$ cat src/rtl/risc_prog_loader.sv
// risc_prog_loader
//   Writes a program into the byte-wide instruction memory of the RISC core.
//   Each accepted set of instruction fields is packed into a 32-bit word
//   ([4:0]=rs2, [9:5]=rs1, [14:10]=rd, [17:15]=opcode, upper bits zero) and
//   written little-endian, one byte per cycle, at consecutive word addresses.
//   The core is held in reset (o_cpu_hold) until the last word has been written
//   or the memory is full.
//
// Optional feature macro: RISC_LOADER_VERIFY_EN
//   When defined, four readback cycles follow each word and compare
//   i_mem_rdata against the byte just written. Any mismatch sets o_verify_err.
//   When undefined, i_mem_rdata is ignored and o_verify_err is tied low.
//
// Ports
//   i_clock, i_rst         : clock, synchronous active-high reset
//   i_in_valid/o_in_ready  : instruction field handshake
//   i_in_opcode/rd/rs1/rs2 : instruction fields; i_in_last marks the final word
//   o_mem_we/addr/wdata    : byte write port
//   i_mem_rdata            : asynchronous read data (used for verify only)
//   o_cpu_hold             : 1 keeps the core in reset
//   o_load_done            : sticky, program fully written
//   o_mem_full             : sticky, memory filled before the last word was seen
//   o_word_count           : number of words written
//   o_verify_err           : sticky readback mismatch
module risc_prog_loader #(
  parameter int ADDR_W     = 6,
  parameter int MEM_BYTES  = 64,
  parameter int START_ADDR = 0
) (
  input  logic              i_clock,
  input  logic              i_rst,
  input  logic              i_in_valid,
  output logic              o_in_ready,
  input  logic [2:0]        i_in_opcode,
  input  logic [4:0]        i_in_rd,
  input  logic [4:0]        i_in_rs1,
  input  logic [4:0]        i_in_rs2,
  input  logic              i_in_last,
  output logic              o_mem_we,
  output logic [ADDR_W-1:0] o_mem_addr,
  output logic [7:0]        o_mem_wdata,
  input  logic [7:0]        i_mem_rdata,
  output logic              o_cpu_hold,
  output logic              o_load_done,
  output logic              o_mem_full,
  output logic [ADDR_W-2:0] o_word_count,
  output logic              o_verify_err
);

  localparam int MEM_WORDS = MEM_BYTES / 4;
  localparam logic [ADDR_W-2:0] LAST_COUNT = (ADDR_W-1)'(MEM_WORDS);
  localparam logic [ADDR_W-1:0] START      = ADDR_W'(START_ADDR);

  typedef enum logic [3:0] {
    S_IDLE, S_W0, S_W1, S_W2, S_W3, S_R0, S_R1, S_R2, S_R3, S_DONE
  } state_t;

  state_t            r_state, w_next;
  logic [ADDR_W-1:0] r_base;
  logic [31:0]       r_word;
  logic              r_last;
  logic              r_armed;     // keeps in_ready low for one cycle after reset
  logic [ADDR_W-2:0] r_word_count;
  logic              r_mem_full;

  logic              w_in_ready;
  logic              w_we;
  logic              w_rd_chk;
  logic              w_word_end;  // final cycle of a word: advance base/count
  logic [1:0]        w_idx;
  logic [7:0]        w_byte;
  logic [7:0]        w_wdata;
  logic [ADDR_W-2:0] w_cnt_inc;
  logic [31:0]       w_packed;

  assign w_packed  = {14'd0, i_in_opcode, i_in_rd, i_in_rs1, i_in_rs2};
  assign w_byte    = r_word[{w_idx, 3'b000} +: 8];
  assign w_cnt_inc = r_word_count + 1'b1;

  always_comb begin
    w_next     = r_state;
    w_in_ready = 1'b0;
    w_we       = 1'b0;
    w_rd_chk   = 1'b0;
    w_word_end = 1'b0;
    w_idx      = 2'd0;
    w_wdata    = 8'h00;
    case (r_state)
      S_IDLE: begin
        w_in_ready = r_armed;
        if (i_in_valid && r_armed) w_next = S_W0;
      end
      S_W0: begin w_we = 1'b1; w_idx = 2'd0; w_next = S_W1; end
      S_W1: begin w_we = 1'b1; w_idx = 2'd1; w_next = S_W2; end
      S_W2: begin w_we = 1'b1; w_idx = 2'd2; w_next = S_W3; end
      S_W3: begin
        w_we  = 1'b1;
        w_idx = 2'd3;
`ifdef RISC_LOADER_VERIFY_EN
        w_next = S_R0;
`else
        w_word_end = 1'b1;
`endif
      end
`ifdef RISC_LOADER_VERIFY_EN
      S_R0: begin w_rd_chk = 1'b1; w_idx = 2'd0; w_next = S_R1; end
      S_R1: begin w_rd_chk = 1'b1; w_idx = 2'd1; w_next = S_R2; end
      S_R2: begin w_rd_chk = 1'b1; w_idx = 2'd2; w_next = S_R3; end
      S_R3: begin w_rd_chk = 1'b1; w_idx = 2'd3; w_word_end = 1'b1; end
`endif
      S_DONE: w_next = S_DONE;
      default: w_next = S_IDLE;
    endcase
    if (w_we) w_wdata = w_byte;
    // Stop on the tagged last word or once the final word slot is used.
    if (w_word_end) w_next = (r_last || w_cnt_inc == LAST_COUNT) ? S_DONE : S_IDLE;
  end

  always_ff @(posedge i_clock) begin
    if (i_rst) begin
      r_state      <= S_IDLE;
      r_base       <= START;
      r_word       <= 32'd0;
      r_last       <= 1'b0;
      r_armed      <= 1'b0;
      r_word_count <= '0;
      r_mem_full   <= 1'b0;
    end else begin
      r_state <= w_next;
      r_armed <= 1'b1;
      if (r_state == S_IDLE && i_in_valid && r_armed) begin
        r_word <= w_packed;
        r_last <= i_in_last;
      end
      if (w_word_end) begin
        r_base       <= r_base + ADDR_W'(4);
        r_word_count <= w_cnt_inc;
        if (!r_last && w_cnt_inc == LAST_COUNT) r_mem_full <= 1'b1;
      end
    end
  end

`ifdef RISC_LOADER_VERIFY_EN
  logic r_verify_err;
  always_ff @(posedge i_clock) begin
    if (i_rst)                                  r_verify_err <= 1'b0;
    else if (w_rd_chk && i_mem_rdata != w_byte) r_verify_err <= 1'b1;
  end
  assign o_verify_err = r_verify_err;
`else
  logic w_unused_verify;
  assign w_unused_verify = ^{i_mem_rdata, w_rd_chk};
  assign o_verify_err    = 1'b0;
`endif

  assign o_in_ready   = w_in_ready;
  assign o_mem_we     = w_we;
  assign o_mem_addr   = r_base + ADDR_W'(w_idx);
  assign o_mem_wdata  = w_wdata;
  assign o_cpu_hold   = (r_state != S_DONE);
  assign o_load_done  = (r_state == S_DONE);
  assign o_mem_full   = r_mem_full;
  assign o_word_count = r_word_count;

endmodule

$ cat config.mk
export PLATFORM = sky130hd
export DESIGN_NAME = risc_prog_loader
export DESIGN_NICKNAME = d
export VERILOG_FILES = /design/src/rtl/risc_prog_loader.sv
export SDC_FILE = /design/constraint.sdc
export NUM_CORES = 1
export LEC_CHECK = 0
export BUFFER_PORTS_ARGS = -buffer_cell sky130_fd_sc_hd__buf_2
export CORE_ASPECT_RATIO = 1.1
export CORE_UTILIZATION = 44
export CTS_CLUSTER_DIAMETER = 50
export CTS_CLUSTER_SIZE = 10
export DETAILED_ROUTE_END_ITERATION = 12
export GPL_TIMING_DRIVEN = 0
export PLACE_DENSITY = 0.86
export SLEW_MARGIN = 30
export SYNTH_ARGS = -nofsm -noshare
export SYNTH_HDL_FRONTEND = slang
export SYNTH_SLANG_ARGS = --single-unit
$ cat constraint.sdc
create_clock -name i_clock -period 1.3 [get_ports i_clock]
set_input_delay 0.13 -clock i_clock [delete_from_list [all_inputs] [get_ports i_clock]]
set_output_delay 0.13 -clock i_clock [all_outputs]
set_load 0.005 [all_outputs]
==> results of run 1 <==
[registers in the layout, summed over array words and instances (netlist names)]
register and flops:
r_base 4, r_state 4, o_mem_full 1, r_last 1
o_word_count 5, r_word 18, r_armed 1
[cells in the mapped netlist]
cell type and number:
nand2_1 49, dfxtp_1 34, a21oi_1 21, nor2_1 21, a22oi_1 8, clkbuf_1 7
xor2_1 6, buf_2 4, and3_1 3, nand3_1 3, nor2b_1 3, xnor2_1 3
a221oi_1 2, and2_1 2, buf_4 2, buf_6 2, ha_1 2, inv_1 2
mux2_2 2, nand4_1 2, nor3_1 2, or2_2 2, a211oi_1 1, a21oi_2 1
a32oi_1 1, conb_1 1, nand2b_1 1, nand3_2 1, nand4b_1 1, nor3_2 1
nor4_4 1, nor4b_4 1, o21a_1 1, o21ai_0 1, o31ai_1 1
[timing repair]
item                                    in CTS  in global routing
resized for setup                           88                 48
hold endpoints to repair                     0                  1
gates cloned                                 4                  0
hold buffers                                 0                  1
pin swaps                                   49                 28
buffers inserted                            11                  5
endpoints found under the setup margin      47                 45
[cells by family after synthesis]
group	synth area share (%)
flip-flops	43.3
XOR/XNOR	5.01
other	0.238
multiplexers	1.43
AND/OR/NAND/NOR	28.2
buffers and inverters	5.81
adder cells (fa/ha/maj)	1.59
AO/OA/AOI/OAI	14.5
[routing by layer]
layer  vias up  GRT usage [%]  share of wire, %
met3        22           6.59               6.6
met4         0           13.4               3.8
met1       836           34.5                38
met2        98           47.6                52
met5         -              0                 0
li1        799              -                 -
[through the flow]
step | setup TNS (ns) | cells | hold WS (ns)
after global routing | -13.99 | 315 | -0.00274
after CTS | -8.41 | 309 | 0.00590
after detailed placement | -5.51 | 287 | 0.381
after floorplan | -0.322 | 195 | 0.266
final | -11.03 | 315 | 0.0123
after global placement | -4.06 | 287 | 0.374
[cell type report]
class	count	share of cell area [%]
plain buffers	14	5.50
clock inverters	3	1.52
multi-input cells	145	45.7
repair buffers	64	17.0
well taps	48	2.28
inverters	2	0.285
clock buffers	5	1.42
flip-flops and latches	34	26.2
[path summary, 6_finish.rpt]
| check | start | endpoint | slack (ns) | depth (start not counted) |
|---|---|---|---|---|
| worst min register to register | r_word[2]$_SDFFE_PP0P_ | r_word[2]$_SDFFE_PP0P_ | 0.48 | 2 |
| worst max register to register | r_state[0]$_SDFFE_PP0P_ | r_word[6]$_SDFFE_PP0P_ | -0.34 | 7 |
| worst min-delay path | i_in_last | r_last$_SDFFE_PP0P_ | 0.01 | 3 |
| worst max-delay path | r_state[1]$_SDFFE_PP0P_ | o_mem_wdata[2] | -0.37 | 6 |
[layout by cell type, fill, tap and decap left out, drive strengths merged, types with 3 or more instances in the layout]
master,count
nor2b,3
a22oi,8
xnor2,3
xor2,6
nand2,49
and3,3
clkbuf,10
nor3,3
dfxtp,34
nand3,5
a21oi,22
buf,72
nor2,21
[critical path, cell delays in order (launching register included)]
cell and delay (ns):
dfxtp_4 0.39, buf_8 0.12, nor2b_4 0.19, buf_6 0.14
a22oi_2 0.06, nor2_1 0.15, buf_2 0.13
[where the power goes]
group / internal (mW) / total (mW) / switching (mW)
Sequential: 1.09 / 1.15 / 0.0604
Combinational: 0.435 / 0.866 / 0.431
Clock: 0.398 / 0.786 / 0.387
Total: 1.93 / 2.81 / 0.879
==> qor.log, run 1 <==
INFO  placement      gp_congestion=0.846
INFO  detailed_routing routedWlPerCell=18.3um
INFO  cts            numClockSinks=34
INFO  worst_setup_path start_kind=flip-flop
INFO  timing         grt_setup_unrepaired=yes
INFO  detailed_routing via_count=1,755
INFO  cells_and_area syn_to_final_growth=67.7%
INFO  grt            grt-ovfl-total=0
INFO  cts            clock_latency=0.35ns
INFO  cells_and_area nets=298
INFO  cts            clock_h_tree_levels=2
INFO  synth          area_share_of_the_largest_cell_type_after_synthesis=43.3%
INFO  power          cellPowerDensity=1060nW/um^2
INFO  grt            gr-usage-all-layers=28.6%
INFO  worst_setup_path worst_ep_arrival_time=1.54ns
INFO  grt            grt_start_max_net_pins=12
INFO  die            design.die.area=3820squm
INFO  die            die_width=59.0um
INFO  cts            clk_root_buffer_cell=clkbuf_4
INFO  die            ios=55
INFO  timing         final.period_utilization=129%
INFO  detailed_routing detail_route.wirelength=5760um
INFO  timing         timing.final.max_slew_violations=0
INFO  hold_path      hold_path.class=primary input to flip-flop
INFO  cells_and_area multi_input_comb_area=1210squm
INFO  synth          ys_types=35
INFO  detailed_routing dr_drc_count=0
INFO  synth          syn_inst=195
INFO  placement      placement.io_buffers=44
INFO  synth          number_of_nets_in_the_synthesized_netlist=227
INFO  cts            cts_tree=built
INFO  worst_setup_path timing.setup.critical_path_class=flip-flop to output pin
INFO  timing         finalWorstSetupSlack=-0.371ns
INFO  placement      place_area=1870squm
INFO  cts            cts_made_buffers=5
INFO  timing         setup-violations-final=45
INFO  timing         max_freq=0.599GHz
INFO  flow_run       timing.max_cap.violations=0
INFO  detailed_routing drtAntennaViolNets=0
INFO  die            core.rowCount=22
INFO  cells_and_area post_route_cells_drive_above_1_share=61.8%
INFO  die            core_region_area=3390squm
INFO  timing         finalCriticalPeriod=1.67ns
INFO  cells_and_area filler_cell_count=201
INFO  cells_and_area antennaDiodeCount=0
INFO  synth          avg_inst_size_synth=8.07squm
INFO  timing         worst_slew_pin_slew=0.746ns
INFO  cts            clock_path_buffers=2
INFO  die            start_util=46.5%
INFO  cells_and_area fin_util=77.9%
INFO  timing         timing.clock.skew=0.0211ns
INFO  power          vdd_ir_drop_max=0.908mV
INFO  synth          synth_largest_area_cell=dfxtp_1
INFO  timing         hold_violations=0
INFO  synth          synth_seq_area_share=43.3%
INFO  power          power_total=2.81mW
INFO  cells_and_area post-route-cell-area=2640squm
INFO  cts            clk_pin_slew_worst_paths=0.13ns
INFO  synth          yosys-top-cells-area=dfxtp_1, nand2_1, a21oi_1
INFO  placement      pre_cts_ws=-0.270ns
INFO  outcome        outcome=finished, violations left
INFO  detailed_routing drt_pass1_iterations=4
INFO  synth          ys_ff_latch=34
INFO  synth          syn_area=1570squm
INFO  synth          ys.warnings.count=0
INFO  timing         slew_headroom=50.3%
INFO  die            chip_height=64.7um
INFO  grt            initial_antenna_violation_count=0
INFO  detailed_routing viasPerCell=5.57
INFO  grt            vias_in_the_first_global_route=1,650
INFO  worst_setup_path worst-endpoint-required=1.17ns
INFO  worst_setup_path cp_endpoint_kind=output pin
INFO  detailed_routing drt_iter0_drc=93
INFO  grt            grt_first_pass_wirelength=7950um
INFO  placement      dp_hpwl=2730um
INFO  power          cellLeakagePower=1.15nW
INFO  worst_setup_path timing.critical_path.fanout_max=6
INFO  cells_and_area seq_area=692squm
INFO  outcome        violated_checks=negative setup slack
(Power assumes the default switching activity.)
==> run 2: changes to the inputs <==
--- a/config.mk
+++ b/config.mk
@@ -13,6 +13,7 @@
 export DETAILED_ROUTE_END_ITERATION = 12
 export GPL_TIMING_DRIVEN = 0
 export PLACE_DENSITY = 0.86
+export SETUP_SLACK_MARGIN = 0.05
 export SLEW_MARGIN = 30
 export SYNTH_ARGS = -nofsm -noshare
 export SYNTH_HDL_FRONTEND = slang
==> run 2 against run 1 <==
The run still ends with negative setup slack left. Wire length fell by 13%. Global-route usage fell by 3.5 points. Core utilization fell by 2.4 points. Register-to-register slack improved by 0.06 ns. Flip-flop and latch count did not move. Final cell count rose by 1.6%. Non-clock buffer count rose by 7. Worst hold slack got worse by 0.0060 ns. Combinational power fell by 9.1%. Worst setup slack improved by 0.064 ns. Clock skew fell by 0.0084 ns. Sequential power barely moved. Largest cell class unchanged. Highest routed layer unchanged.
==> qor.log, run 2 (same netlist as run 1, synthesis figures left out) <==
INFO  cts            cts_tree=built [unchanged]
INFO  placement      placement.io_buffers=44 [unchanged]
INFO  detailed_routing drt_pass1_iterations=5 [was 4]
INFO  cells_and_area seq_area=692squm [unchanged]
INFO  cells_and_area most_common_library_cell_in_the_layout_ignoring_fill_and_taps=buf_2 [unchanged]
INFO  cells_and_area filler_cell_count=228 [was 201]
INFO  grt            gr-usage-all-layers=25.2% [was 28.6%]
INFO  worst_setup_path cp_endpoint_kind=output pin [unchanged]
INFO  die            core_region_area=3390squm [unchanged]
INFO  detailed_routing drt_iter0_drc=102 [was 93]
INFO  worst_setup_path start_kind=flip-flop [unchanged]
INFO  die            ios=55 [unchanged]
INFO  worst_setup_path cp_cell_sequence=buf_8, nor2b_4, buf_8, a22oi_1, nor2_1, buf_2 [was buf_8, nor2b_4, buf_6, a22oi_2, nor2_1, buf_2]
INFO  worst_setup_path crit_path_end=o_mem_wdata[5] [was o_mem_wdata[2]]
INFO  placement      dp_hpwl=2600um [was 2730 um]
INFO  power          power_total=2.48mW [was 2.81 mW]
INFO  cts            clock_latency=0.35ns [about the same]
INFO  detailed_routing dr_drc_count=0 [unchanged]
INFO  cells_and_area finalNonFillerCells=320 [was 315]
INFO  grt            grt_first_pass_wirelength=7000um [was 7950 um]
INFO  worst_setup_path timing.critical_path.buf_inv=3 [unchanged]
INFO  worst_setup_path timing.critical_path.fanout_max=6 [unchanged]
INFO  worst_setup_path r2r_start=r_state[3]$_SDFFE_PP0P_ [was r_state[0]$_SDFFE_PP0P_]
INFO  timing         setup_tns_final=-9.23ns [was -11.03 ns]
INFO  power          vdd_ir_drop_max=0.844mV [was 0.908 mV]
INFO  grt            initial_antenna_violation_count=0 [unchanged]
INFO  worst_setup_path cp_common_cell=buf_8
INFO  grt            grt_start_max_net_pins=11 [was 12]
INFO  cts            clock_path_buffers=2 [unchanged]
INFO  worst_setup_path startpoint=r_state[1]$_SDFFE_PP0P_ [unchanged]
INFO  detailed_routing detail_route.wirelength=5000um [was 5760 um]
INFO  timing         worst_slew_pin_slew=0.723ns [was 0.746 ns]
INFO  cells_and_area nets=304 [was 298]
INFO  detailed_routing via_count=1,704 [was 1,755]
INFO  detailed_routing viasPerCell=5.33 [was 5.57]
INFO  cells_and_area multi_input_comb_area=1120squm [was 1210 sq um]
INFO  timing         grt_setup_unrepaired=yes [unchanged]
INFO  cells_and_area antennaDiodeCount=0 [unchanged]
INFO  cells_and_area most-common-layout-cells=buf_2, dfxtp_1, nand2_1 [was buf_2, dfxtp_1, nor2_1, nand2_4, a21oi_2]
INFO  die            start_util=46.5% [unchanged]
INFO  worst_setup_path rr_endpoint=r_word[5]$_SDFFE_PP0P_ [was r_word[6]$_SDFFE_PP0P_]
INFO  grt            vias_in_the_first_global_route=1,488 [was 1,650]
INFO  outcome        violated_checks=negative setup slack [unchanged]
INFO  flow_run       timing.max_cap.violations=0 [unchanged]
INFO  worst_setup_path highest_delay_cell_along_the_critical_path=dfxtp_4 [unchanged]
INFO  power          cellLeakagePower=1.16nW [was 1.15 nW]
INFO  placement      placed_cells=287 [unchanged]
INFO  grt            grt-ovfl-total=0 [unchanged]
INFO  cells_and_area post_route_cells_drive_above_1_share=57.0% [was 61.8%]
INFO  timing         finalCriticalPeriod=1.61ns [was 1.67 ns]
INFO  placement      place_area=1870squm [about the same]
INFO  cts            numClockSinks=34 [unchanged]
INFO  worst_setup_path worst_ep_arrival_time=1.48ns [was 1.54 ns]
INFO  die            core.rowCount=22 [unchanged]
INFO  timing         final.period_utilization=124% [was 129%]
INFO  power          cellPowerDensity=971nW/um^2 [was 1060 nW/um^2]
INFO  cts            cts_made_buffers=5 [unchanged]
INFO  placement      gp_congestion=0.798 [was 0.846]
INFO  timing         finalWorstSetupSlack=-0.306ns [was -0.371 ns]
INFO  detailed_routing routedWlPerCell=15.6um [was 18.3 um]
INFO  timing         timing.final.max_slew_violations=0 [unchanged]
INFO  timing         timing.clock.skew=0.0127ns [was 0.0211 ns]
INFO  worst_setup_path logic_depth_of_the_worst_setup_path_including_buffers=6 [unchanged]
INFO  timing         hold_violations=0 [unchanged]
INFO  die            design.die.area=3820squm [unchanged]
INFO  cts            clock_h_tree_levels=2 [unchanged]
INFO  worst_setup_path regToRegSetupSlack=-0.28ns [was -0.34 ns]
INFO  cts            clk_pin_slew_worst_paths=0.10ns [was 0.13 ns]
INFO  worst_setup_path timing.setup.critical_path_class=flip-flop to output pin [unchanged]
INFO  cells_and_area top_register_by_number_of_flip_flops=r_word [unchanged]
INFO  die            chip_height=64.7um [unchanged]
INFO  cells_and_area post-route-cell-area=2550squm [was 2640 sq um]
INFO  hold_path      hold_path.class=primary input to flip-flop [unchanged]
INFO  timing         slew_headroom=51.8% [was 50.3%]
INFO  timing         setup-violations-final=45 [unchanged]
INFO  cells_and_area syn_to_final_growth=62.5% [was 67.7%]
INFO  worst_setup_path critical_path.top_delay_family=buffers and inverters [was flip-flops]
INFO  worst_setup_path worst-endpoint-required=1.17ns [about the same]
INFO  cts            clk_root_buffer_cell=clkbuf_4 [unchanged]
INFO  cells_and_area largest_register_ff_count=18 [unchanged]
INFO  timing         max_freq=0.623GHz [was 0.599 GHz]
INFO  worst_setup_path critPathMaxStageDelay=0.36ns [was 0.39 ns]
INFO  die            die_width=59.0um [unchanged]
INFO  worst_setup_path worst-r2r-cell-count=8 [was 7]
INFO  outcome        outcome=finished, violations left [unchanged]
INFO  detailed_routing drtAntennaViolNets=0 [unchanged]
==> run 2: what timing repair did <==
item / 4_1_cts / 5_1_grt
resized for setup: 57 / 58
endpoints found under the hold margin: 0 / 1
setup buffers: 19 / 6
hold buffers: 0 / 1
cloned: 2 / 0
pin swaps: 22 / 33
endpoints found under the setup margin: 45 / 45
==> run 2: worst reg2reg max path: stages (launching register included) <==
cell and delay, ns:
dfxtp_2 0.33, buf_8 0.13, nor4_4 0.19, buf_4 0.19, and3_4 0.19, buf_8 0.13
buf_8 0.15, nand2_4 0.06, a21oi_2 0.14
==> run 2: area by class of cell <==
class / instances / area share (%)
buffer: 14 / 5.44
clock buffer: 7 / 1.76
inverter: 2 / 0.294
multi-input combinational: 144 / 43.7
sequential: 34 / 27.1
tap: 48 / 2.35
timing repair buffer: 71 / 19.3
==> run 2: worst min-delay path by stage <==
| stage | start | slack [ns] | to | cells after the start |
|---|---|---|---|---|
| 3_3_place_gp | i_in_rd[0] | 0.37 | r_word[10]$_SDFFE_PP0P_ | 3 |
| 2_1_floorplan | i_in_rs2[0] | 0.27 | r_word[0]$_SDFFE_PP0P_ | 2 |
| 6_report | i_in_last | 0.006 | r_last$_SDFFE_PP0P_ | 3 |
| 5_1_grt | i_in_last | -0.006 | r_last$_SDFFE_PP0P_ | 3 |
| 3_5_place_dp | i_in_rs1[2] | 0.38 | r_word[7]$_SDFFE_PP0P_ | 3 |
| 4_1_cts | i_in_rs1[2] | 0.007 | r_word[7]$_SDFFE_PP0P_ | 3 |
==> run 2: stage by stage <==
stage	worst slack [ns]	util, %	hold slack (ns)
finish	-0.306	75.5	0.00624
global placement	-0.225	55.3	0.373
global route	-0.370	75.5	-0.00630
CTS	-0.290	68.0	0.00679
floorplan	-0.0364	-	0.266
detailed placement	-0.271	55.3	0.377
==> run 2: power by group <==
group / total, mW / internal [mW] / switching [mW] / leakage (nW)
combinational: 0.787 / 0.402 / 0.385 / 0.853
sequential: 1.15 / 1.10 / 0.0496 / 0.279
clock: 0.549 / 0.204 / 0.345 / 0.0254
total: 2.48 / 1.70 / 0.780 / 1.16
==> run 2: routing by layer <==
layer	share of wire (%)	vias to the layer above	GRT usage, %
met5	0	-	0
met2	52	74	40.9
met1	39	813	30.6
li1	-	803	-
met3	5.1	14	5.19
met4	3.4	0	13.7
